`src/rtl/frac_mul_sched.sv`:
```
// rtl/frac_mul_sched.sv - round-robin scheduler sharing one iterative shift-add fractional multiplier
module frac_mul_sched #(
  parameter int NUM_REQ = 4,
  parameter int A_W     = 8,
  parameter int B_W     = 16,
  parameter int ID_W    = 2
) (
  input  logic                     clk,
  input  logic                     rst_n,
  input  logic [NUM_REQ-1:0]       req_valid,
  output logic [NUM_REQ-1:0]       req_ready,
  input  logic [NUM_REQ*A_W-1:0]   req_a,
  input  logic [NUM_REQ*B_W-1:0]   req_b,
  output logic                     res_valid,
  input  logic                     res_ready,
  output logic [A_W+B_W-1:0]       res_p,
  output logic [ID_W-1:0]          res_id,
  output logic                     busy
);

  localparam int P_W   = A_W + B_W;
  localparam int CNT_W = (A_W > 1) ? $clog2(A_W) : 1;

  typedef enum logic [1:0] {
    S_IDLE,
    S_MUL,
    S_HOLD
  } state_t;

  state_t           state;
  state_t           state_nx;
  logic [ID_W-1:0]  last_grant;
  logic [ID_W-1:0]  grant_id;
  logic             grant_found;
  logic [A_W-1:0]   a_reg;
  logic [P_W-1:0]   b_reg;
  logic [P_W-1:0]   acc;
  logic [CNT_W-1:0] cnt;

  // Rotating search starting one past the previous winner.
  always_comb begin
    grant_found = 1'b0;
    grant_id    = '0;
    for (int i = 0; i < NUM_REQ; i++) begin
      if (!grant_found && req_valid[(int'(last_grant) + 1 + i) % NUM_REQ]) begin
        grant_found = 1'b1;
        grant_id    = ID_W'((int'(last_grant) + 1 + i) % NUM_REQ);
      end
    end
  end

  always_comb begin
    state_nx  = state;
    req_ready = '0;
    case (state)
      S_IDLE: begin
        if (grant_found) begin
          req_ready[grant_id] = rst_n;
          state_nx            = S_MUL;
        end
      end
      S_MUL: begin
        if (cnt == CNT_W'(A_W - 1)) state_nx = S_HOLD;
      end
      S_HOLD: begin
        if (res_ready) state_nx = S_IDLE;
      end
      default: state_nx = S_IDLE;
    endcase
  end

  always_ff @(posedge clk or negedge rst_n) begin
    if (!rst_n) state <= S_IDLE;
    else        state <= state_nx;
  end

  // Datapath: one multiplier bit per MUL cycle, LSB first.
  always_ff @(posedge clk or negedge rst_n) begin
    if (!rst_n) begin
      a_reg      <= '0;
      b_reg      <= '0;
      acc        <= '0;
      cnt        <= '0;
      res_id     <= '0;
      last_grant <= ID_W'(NUM_REQ - 1);
    end else begin
      case (state)
        S_IDLE: begin
          if (grant_found) begin
            a_reg      <= req_a[grant_id*A_W +: A_W];
            b_reg      <= P_W'(req_b[grant_id*B_W +: B_W]);
            acc        <= '0;
            cnt        <= '0;
            res_id     <= grant_id;
            last_grant <= grant_id;
          end
        end
        S_MUL: begin
          if (a_reg[0]) acc <= acc + b_reg;
          a_reg <= a_reg >> 1;
          b_reg <= b_reg << 1;
          cnt   <= cnt + 1'b1;
        end
        default: ;
      endcase
    end
  end

  assign res_valid = (state == S_HOLD);
  assign busy      = (state != S_IDLE);
  assign res_p     = acc;

endmodule
```
`config.mk`:
```
export PLATFORM = sky130hd
export DESIGN_NAME = frac_mul_sched
export DESIGN_NICKNAME = d
export VERILOG_FILES = /design/src/rtl/frac_mul_sched.sv
export SDC_FILE = /design/constraint.sdc
export NUM_CORES = 1
export LEC_CHECK = 0
export ABC_AREA = 1
export BUFFER_PORTS_ARGS = -buffer_cell sky130_fd_sc_hd__buf_2
export CORE_ASPECT_RATIO = 0.9
export CORE_MARGIN = 5
export CORE_UTILIZATION = 40
export DETAILED_ROUTE_END_ITERATION = 12
export GPL_TIMING_DRIVEN = 0
export PLACE_DENSITY = 0.64
export SYNTH_ARGS = -nofsm -noshare
export SYNTH_HDL_FRONTEND = slang
export SYNTH_SLANG_ARGS = --single-unit
export TNS_END_PERCENT = 20
```
`constraint.sdc`:
```
create_clock -name clk -period 3.1 [get_ports clk]
set_clock_uncertainty 0.15 [all_clocks]
set_input_delay 0.62 -clock clk [delete_from_list [all_inputs] [get_ports clk]]
set_output_delay 0.62 -clock clk [all_outputs]
set_load 0.03 [all_outputs]
```
# --- After elaboration in Yosys (flattened, before gate mapping) ---
# Index checks and enable logic that the tools add are counted.
totals:
  input_bits: 103
  wordCells: 88
  reg_bits: 65
  out_inout_bits: 32
classes:
  n_bitwise: 5
  n_lt_le_gt_ge: 6
  n_shift: 2
  n_reduce_logical: 18
  addsub: 6
  mux: 37
  n_eq_ne: 7
op_table:
  columns: ["operator", "n"]
  rows:
  - ["24-bit one-hot mux with 2 select lines", 2]
  - ["24-bit two-way mux", 3]
  - ["64-bit by 7-bit variable part select with 16-bit output", 1]
  - ["32-bit by 6-bit variable part select with 8-bit output", 1]
  - ["24-bit adder", 1]
  - ["3-bit by 4-bit < comparator with 1-bit output (second input constant)", 4]
  - ["8-bit one-hot mux with 2 select lines", 1]
  - ["2-bit two-way mux", 7]
  - ["1-bit two-way mux", 13]
  - ["1-bit binary-select mux with 2-bit select", 4]
  - ["4-bit two-way mux", 2]
  - ["8-bit two-way mux", 1]
  - ["2-bit OR reduction", 4]
  - ["2-bit inequality test (second input constant)", 3]
  - ["2-bit one-hot mux with 3 select lines", 1]
  - ["3-bit one-hot mux with 2 select lines", 1]
  - ["3-bit AND reduction", 2]
  - ["2-bit by 1-bit adder with 2-bit output (second input constant)", 2]
  - ["2-bit adder (second input constant)", 2]
  - ["1-bit AND (first input constant)", 4]
  - ["4-bit AND", 1]
  - ["1-bit logical AND", 4]
  - ["2-bit AND reduction", 2]
  - ["2-bit nonzero test", 2]
  - ["11 further kinds", 13]

# --- Logic depth before layout (Yosys ltp) ---
# Gate-level depths: netlist (run 1).
logic_depth:
  word_depth: 23
  ltp_mapped: 17
  depth_no_buf: 15

# --- Worst setup path before layout (run 1) ---
# Ideal clock, no wire load.
synth_path:
  path_kind: "reg-to-output"
  startpoint: "register last_grant[0]"
  endpoint: "output req_ready[0]"
  required_time_ns: 2.330
  slack_ns: 0.086
  path_stages_with_launch: 13
  path_buffers: 2
  arrival_time_ns: 2.244
  path_cell_list: "dfstp_2 buf_6 nand2_1 nand2_1 nand2_1 nand2_2 inv_2 nand3_1 nand3_1 nor2_4 inv_4 buf_4 nor3_1"
synth_via:
  elab_chain_len: 21
  elab_cells_between_ends: 38
  cone_classes: "add/sub: 4; order compare: 2; mux: 24; bitwise: 1; reduce/logical: 7"
synth_lines:
  columns: ["item", "line_no", "source"]
  rows:
  - ["start: declaration", "32", "logic [ID_W-1:0] last_grant;"]
  - ["start signal: assignment", "85", "last_grant <= ID_W'(NUM_REQ - 1);"]
  - ["start signal: assignment", "95", "last_grant <= grant_id;"]
  - ["2-bit by 1-bit adder with 2-bit output (*)", "45, 47", null]
  - ["parallel branches: the longest is 18 deep, another holds 2-bit by 1-bit adder with 2-bit output", null, null]
  - ["4-bit two-way mux (*)", "57", "if (grant_found) begin"]
  - ["4-bit two-way mux (*)", "55", "case (state)"]
  - ["end: declaration", "11", "output logic [NUM_REQ-1:0] req_ready,"]
# Every way passes the cells marked *. The select of a mux whose other input is x is not followed.

# --- Worst setup path in the final report (run 1) ---
layout_path:
  startpoint: "register last_grant[0]"
  endpoint: "output req_ready[3]"
# Same word-level chain as after synthesis.

==> flow_metrics.env, run 1 <==
export IMPL_status="finished clean"
export IMPL_place_gp_congestion=0.902
export IMPL_antenna_left=0
export IMPL_ys_seq_elements=65
export IMPL_drv_cap=0
export IMPL_power_leakage_uw=0.00388
export IMPL_clk_latency_ns=0.34
export IMPL_core_region_area_um2=13300
export IMPL_cp_start_kind="flip-flop"
export IMPL_seq_power_share=0.159
export IMPL_syn2layout_area_growth_pct=26.9
export IMPL_grt_pass1_vias=5833
export IMPL_intPower_uw=4400
export IMPL_final_cell_mix="nand2_1, buf_2, inv_1"
export IMPL_worstPathCellList="buf_6, inv_8, nand2_1, nand2_1, nand2_2, nand2_4, nor2_4, nand3b_1, nor2_2, nor2_4, buf_8, nor3_4, buf_6"
export IMPL_drt_iter0_drc=571
export IMPL_finalHoldViolCount=0
export IMPL_clock_path_buffers=2
export IMPL_ys_warn_count=0
export IMPL_root_buffer="clkbuf_16"
export IMPL_grt_overflow=0
export IMPL_track_usage=0.218
export IMPL_htree_levels=3
export IMPL_netlist_area_um2=5390
export IMPL_crit_slowest_cell="dfstp_2"
export IMPL_grt_first_pass_wirelength_um=28100
export IMPL_utilization=0.516
export IMPL_synth_cells=849
export IMPL_ir_drop_mv=0.547
export IMPL_layout_nets=1137
export IMPL_pwr_density_cell_nw_per_um2=1410
export IMPL_arrival_ns=2.25
export IMPL_antenna_found_initial=2
export IMPL_swShare=0.544
export IMPL_critPathMaxFanout=10
export IMPL_rsz0062_at_grt="true"
export IMPL_num_vias=6122
export IMPL_setup_viol=0
export IMPL_cts_tree="done"
export IMPL_grt_max_degree=67
export IMPL_ioPinCount=135
export IMPL_vias_per_cell=5.18
export IMPL_path_clk_slew_ns=0.06
export IMPL_power_uw=9650
export IMPL_r2r_end="res_p[10]$_DFFE_PN0P_"
export IMPL_setup_worst_path_class="flip-flop to primary output"
export IMPL_start_util=0.407
export IMPL_fin_crit_ns=3.02
export IMPL_dr_pass1_iters=5
export IMPL_worstRegToRegCells=10
export IMPL_clockPowerShare=0.113
export IMPL_power_frac_comb=0.728
export IMPL_dieArea_um2=15900
export IMPL_cpPeakStageDelay_ns=0.53
export IMPL_dieHeight_um=120
export IMPL_syn_num_nets=978
export IMPL_numCtsBuffers=9
export IMPL_drc=0
export IMPL_end_kind="primary output"
export IMPL_hold_class="input pin to async pin"
export IMPL_drv_slew=0
export IMPL_wire_per_inst_um=14.8
export IMPL_place_hpwl_um=13700
export IMPL_wl_um=17600
export IMPL_critPathRequiredTime_ns=2.33
export IMPL_fp_dieW_um=132
export IMPL_reg2reg_setup_slack_ns=0.41
export IMPL_fp_row_count=40
export IMPL_tightestPinTransition_ns=0.851
export IMPL_rr_startpoint="b_reg[0]$_DFFE_PN0P_"
export IMPL_fin_crit_sh=0.975
export IMPL_dp_cells=1151
export IMPL_synth_avg_cell_area_um2=6.35
export IMPL_tns_ns=0
export IMPL_max_freq_mhz=331
export IMPL_clock_sinks=65
export IMPL_ys_types=37
export IMPL_drive_above_1_share=0.228
export IMPL_slew_headroom=0.433
export IMPL_fin_cells=1182
export IMPL_numPortBuffers=134
export IMPL_switchingPower_uw=5250
export IMPL_final_common_cell="nand2_1"
export IMPL_ys_seq_area_frac=0.302
==> Yosys cell counts <==
library cell,number,share of area
buf_4,11,0.015
xor2_1,4,0.0065
dfstp_2,2,0.0097
buf_6,3,0.0063
nand3_1,24,0.022
a21oi_1,37,0.034
a22o_1,4,0.0065
nor2_4,2,0.0042
nor2_1,39,0.027
clkinv_1,1,0.00070
o31ai_1,8,0.011
fa_1,1,0.0037
inv_2,4,0.0028
inv_4,1,0.0012
nand4_1,51,0.059
a21boi_0,2,0.0028
nand3_2,3,0.0056
nor2_2,1,0.0012
nand3b_1,1,0.0014
nor3_1,8,0.0074
o22ai_1,27,0.031
a21o_1,1,0.0014
and3_1,1,0.0012
nand2_1,353,0.25
nand2_2,4,0.0046
or2_2,2,0.0023
o21ai_1,7,0.0065
inv_6,1,0.0016
o21a_1,1,0.0014
buf_2,16,0.015
inv_1,91,0.063
a31oi_1,1,0.0012
clkbuf_1,8,0.0056
xnor2_1,2,0.0032
dfrtp_1,63,0.29
o21ai_0,39,0.036
ha_1,25,0.058
==> stage by stage <==
stage                     area (um2)  setup slack [ns]  hold WS [ns]
after floorplan                 5390            0.0859         0.174
after global routing            6840           -0.0332         0.301
after global placement          6270            -0.257         0.310
after detailed placement        6280           -0.0851         0.315
final                           6840            0.0780         0.240
after CTS                       6730           0.00335         0.274
==> critical path: cells and delay by family, from the launching register on <==
| family | cells | cell delay, ns |
|---|---|---|
| flip-flops | 1 | 0.53 |
| buffers and inverters | 4 | 0.46 |
| AND/OR/NAND/NOR | 9 | 0.91 |
==> routing by layer <==
| layer | part of all wire | wire length [um] | global-route usage |
|---|---|---|---|
| met1 | 0.46 | 8050 | 0.303 |
| met2 | 0.45 | 7960 | 0.343 |
| met3 | 0.069 | 1210 | 0.0478 |
| met4 | 0.019 | 330 | 0.0566 |
| met5 | 0.00040 | 7 | 0 |
==> worst max-delay path by stage <==
stage / start / end / slack, ns / depth (start not counted)
2_1_floorplan: last_grant[0]$_DFFE_PN1P_ / req_ready[0] / 0.09 / 12
3_3_place_gp: rst_n / req_ready[1] / -0.26 / 4
3_5_place_dp: req_valid[2] / req_ready[3] / -0.09 / 13
4_1_cts: last_grant[0]$_DFFE_PN1P_ / req_ready[3] / 0.003 / 13
5_1_grt: last_grant[0]$_DFFE_PN1P_ / req_ready[3] / -0.03 / 13
6_report: last_grant[0]$_DFFE_PN1P_ / req_ready[3] / 0.08 / 13
==> power by group through the flow <==
stage / logic [uW] / clock network [uW] / registers [uW]
floorplan: 4630 / 0 / 1700
global placement: 6410 / 0 / 1540
detailed placement: 6450 / 0 / 1550
CTS: 6730 / 1120 / 1530
global route: 7900 / 1150 / 1570
finish: 7020 / 1090 / 1540
==> logic make-up (layout without fill, tap and decap cells) <==
group | Yosys count | after routing | synth area share
simple gates | 489 | 489 | 0.382
buf+inv | 136 | 300 | 0.112
compound gates | 127 | 127 | 0.133
flops | 65 | 65 | 0.302
fa+ha+maj | 26 | 26 | 0.0617
xor+xnor | 6 | 6 | 0.00974
other cells | 0 | 1 | 0
==> area by class of cell <==
type / instances / area [um2]
antenna: 1 / 2.50
fill: 1402 / 6420
clock inverter: 7 / 93.8
multi-input combinational: 648 / 3270
buffer: 35 / 213
inverter: 98 / 378
clock buffer: 9 / 225
sequential: 65 / 1630
timing repair buffer: 151 / 820
tap: 168 / 210
==> timing repair <==
item | CTS | global route
gates resized for setup | 18 | 20
gates cloned | 0 | 1
setup buffers | 10 | 6
setup endpoints to repair | 4 | 5
hold buffers | 0 | 0
pin swaps | 8 | 13
(Power assumes the default switching activity.)
==> run 2, diff against run 1 <==
Settings changed: BUFFER_PORTS_ARGS -buffer_cell sky130_fd_sc_hd__buf_2 to -buffer_cell sky130_fd_sc_hd__buf_4.
==> flow_metrics.env, run 2 (synthesis gave the netlist of run 1 again) <==
export IMPL_tightestPinTransition_ns=0.884
export IMPL_whs_ns=0.250
export IMPL_dieArea_um2=15900
export IMPL_core_region_area_um2=13300
export IMPL_root_buffer="clkbuf_16"
export IMPL_setup_worst_path_class="flip-flop to primary output"
export IMPL_clockPowerShare=0.106
export IMPL_setup_viol=0
export IMPL_drv_slew=0
export IMPL_cp_start_kind="flip-flop"
export IMPL_multi_input_area_um2=3300
export IMPL_utilization=0.549
export IMPL_num_vias=6101
export IMPL_drive_above_1_share=0.238
export IMPL_pwr_density_cell_nw_per_um2=1380
export IMPL_power_frac_comb=0.740
export IMPL_place_gp_congestion=0.933
export IMPL_grt_first_pass_wirelength_um=29100
export IMPL_path_clk_slew_ns=0.06
export IMPL_critical_path_most_common_cell="nand2_2"
export IMPL_layout_setup_ws_ns=0.0100
export IMPL_cts_hold_buffers_added=0
export IMPL_final_cell_mix="nand2_1, buf_4, inv_1"
export IMPL_switchingPower_uw=5350
export IMPL_status="finished clean"
export IMPL_place_area_um2=6610
export IMPL_fin_crit_sh=0.997
export IMPL_finalInstanceArea_um2=7290
export IMPL_end_kind="primary output"
export IMPL_dpl_worst_slack_ns=-0.0897
export IMPL_worstPathCellList="buf_6, inv_6, nand2_2, nand2_2, nand2_2, nand2_4, nor2_4, nand3_4, nand3_4, clkinvlp_4, nor3_4, buf_6"
export IMPL_antenna_cells=0
export IMPL_critPathRequiredTime_ns=2.33
export IMPL_wire_per_inst_um=15.0
export IMPL_syn2layout_area_growth_pct=35.1
export IMPL_critPathTopFamily="simple AND/OR/NAND/NOR gates"
export IMPL_finalHoldViolCount=0
export IMPL_grt_pass1_vias=5872
export IMPL_track_usage=0.225
export IMPL_ioPinCount=135
export IMPL_place_hpwl_um=14000
export IMPL_start_util=0.407
export IMPL_vias_per_cell=5.12
export IMPL_fill_cells=1342
export IMPL_drt_iter0_drc=456
export IMPL_antenna_found_initial=0
export IMPL_clk_latency_ns=0.34
export IMPL_tns_ns=0
export IMPL_max_freq_mhz=324
export IMPL_numCtsBuffers=9
export IMPL_slew_headroom=0.411
export IMPL_final_common_cell="nand2_1"
export IMPL_clock_sinks=65
export IMPL_arrival_ns=2.32
export IMPL_intPower_uw=4700
export IMPL_layout_nets=1147
export IMPL_dr_pass1_iters=5
export IMPL_cpPeakStageDelay_ns=0.54
export IMPL_wl_um=17900
export IMPL_hold_class="input pin to async pin"
export IMPL_cts_tree="done"
export IMPL_power_leakage_uw=0.00402
export IMPL_path_buf_inv=4
export IMPL_fp_row_count=40
export IMPL_grt_max_degree=67
export IMPL_htree_levels=3
export IMPL_drc=0
export IMPL_numPortBuffers=134
export IMPL_fin_crit_ns=3.09
export IMPL_crit_slowest_cell="dfstp_2"
export IMPL_seq_power_share=0.154
export IMPL_clock_path_buffers=2
export IMPL_grt_overflow=0
export IMPL_critPathMaxFanout=10
export IMPL_ir_drop_mv=0.548
export IMPL_register_area_um2=1630
export IMPL_drv_cap=0
export IMPL_swShare=0.532
export IMPL_fp_dieW_um=132
export IMPL_dieHeight_um=120
export IMPL_rsz0062_at_grt="true"
export IMPL_antenna_left=0
run 2: worst paths after layout:
kind                                           start                    end  slack [ns]  cells after the start
setup / recovery           last_grant[0]$_DFFE_PN1P_           req_ready[0]        0.01                     12
min in group clk                           res_ready   state[1]$_DFFE_PN0P_        0.32                      2
max in group asynchronous                      rst_n  b_reg[14]$_DFFE_PN0P_        1.96                      1
hold / removal                                 rst_n  res_p[20]$_DFFE_PN0P_        0.25                      1
setup reg to reg                b_reg[0]$_DFFE_PN0P_  res_p[10]$_DFFE_PN0P_        0.35                     10
hold reg to reg                   cnt[0]$_DFFE_PN0P_     cnt[0]$_DFFE_PN0P_        0.33                      1
run 2: final cells by class:
type	count	area share
Inverter	98	0.0527
Sequential cell	65	0.224
Clock inverter	2	0.00515
Clock buffer	14	0.0376
Timing Repair Buffer	160	0.168
Tap cell	168	0.0289
Buffer	36	0.0313
Multi-Input combinational cell	648	0.453
run 2: stage by stage:
stage          instances  total power [uW]
2_1_floorplan        849              6330
3_3_place_gp        1151              8100
3_5_place_dp        1151              8130
4_1_cts             1177              9520
5_1_grt             1191             11100
6_report            1191             10000
run 2: routing by layer:
layer	part of all wire	GRT usage	wire length (um)
met3	0.073	0.0520	1300
met2	0.45	0.352	8020
met4	0.019	0.0604	339
met1	0.46	0.313	8210
met5	0	0	0
run 2: power groups by stage:
stage,clock (uW),combinational [uW],sequential [uW]
after floorplan,0,4630,1700
after global placement,0,6560,1540
after detailed placement,0,6580,1550
after CTS,1080,6900,1540
after global routing,1120,8400,1580
final,1070,7440,1540
run 2: timing repair:
action | CTS | global route
endpoints found under the setup margin | 4 | 4
cloned | 1 | 0
buffers inserted | 11 | 14
pin swaps | 13 | 16
gates resized for setup | 19 | 26
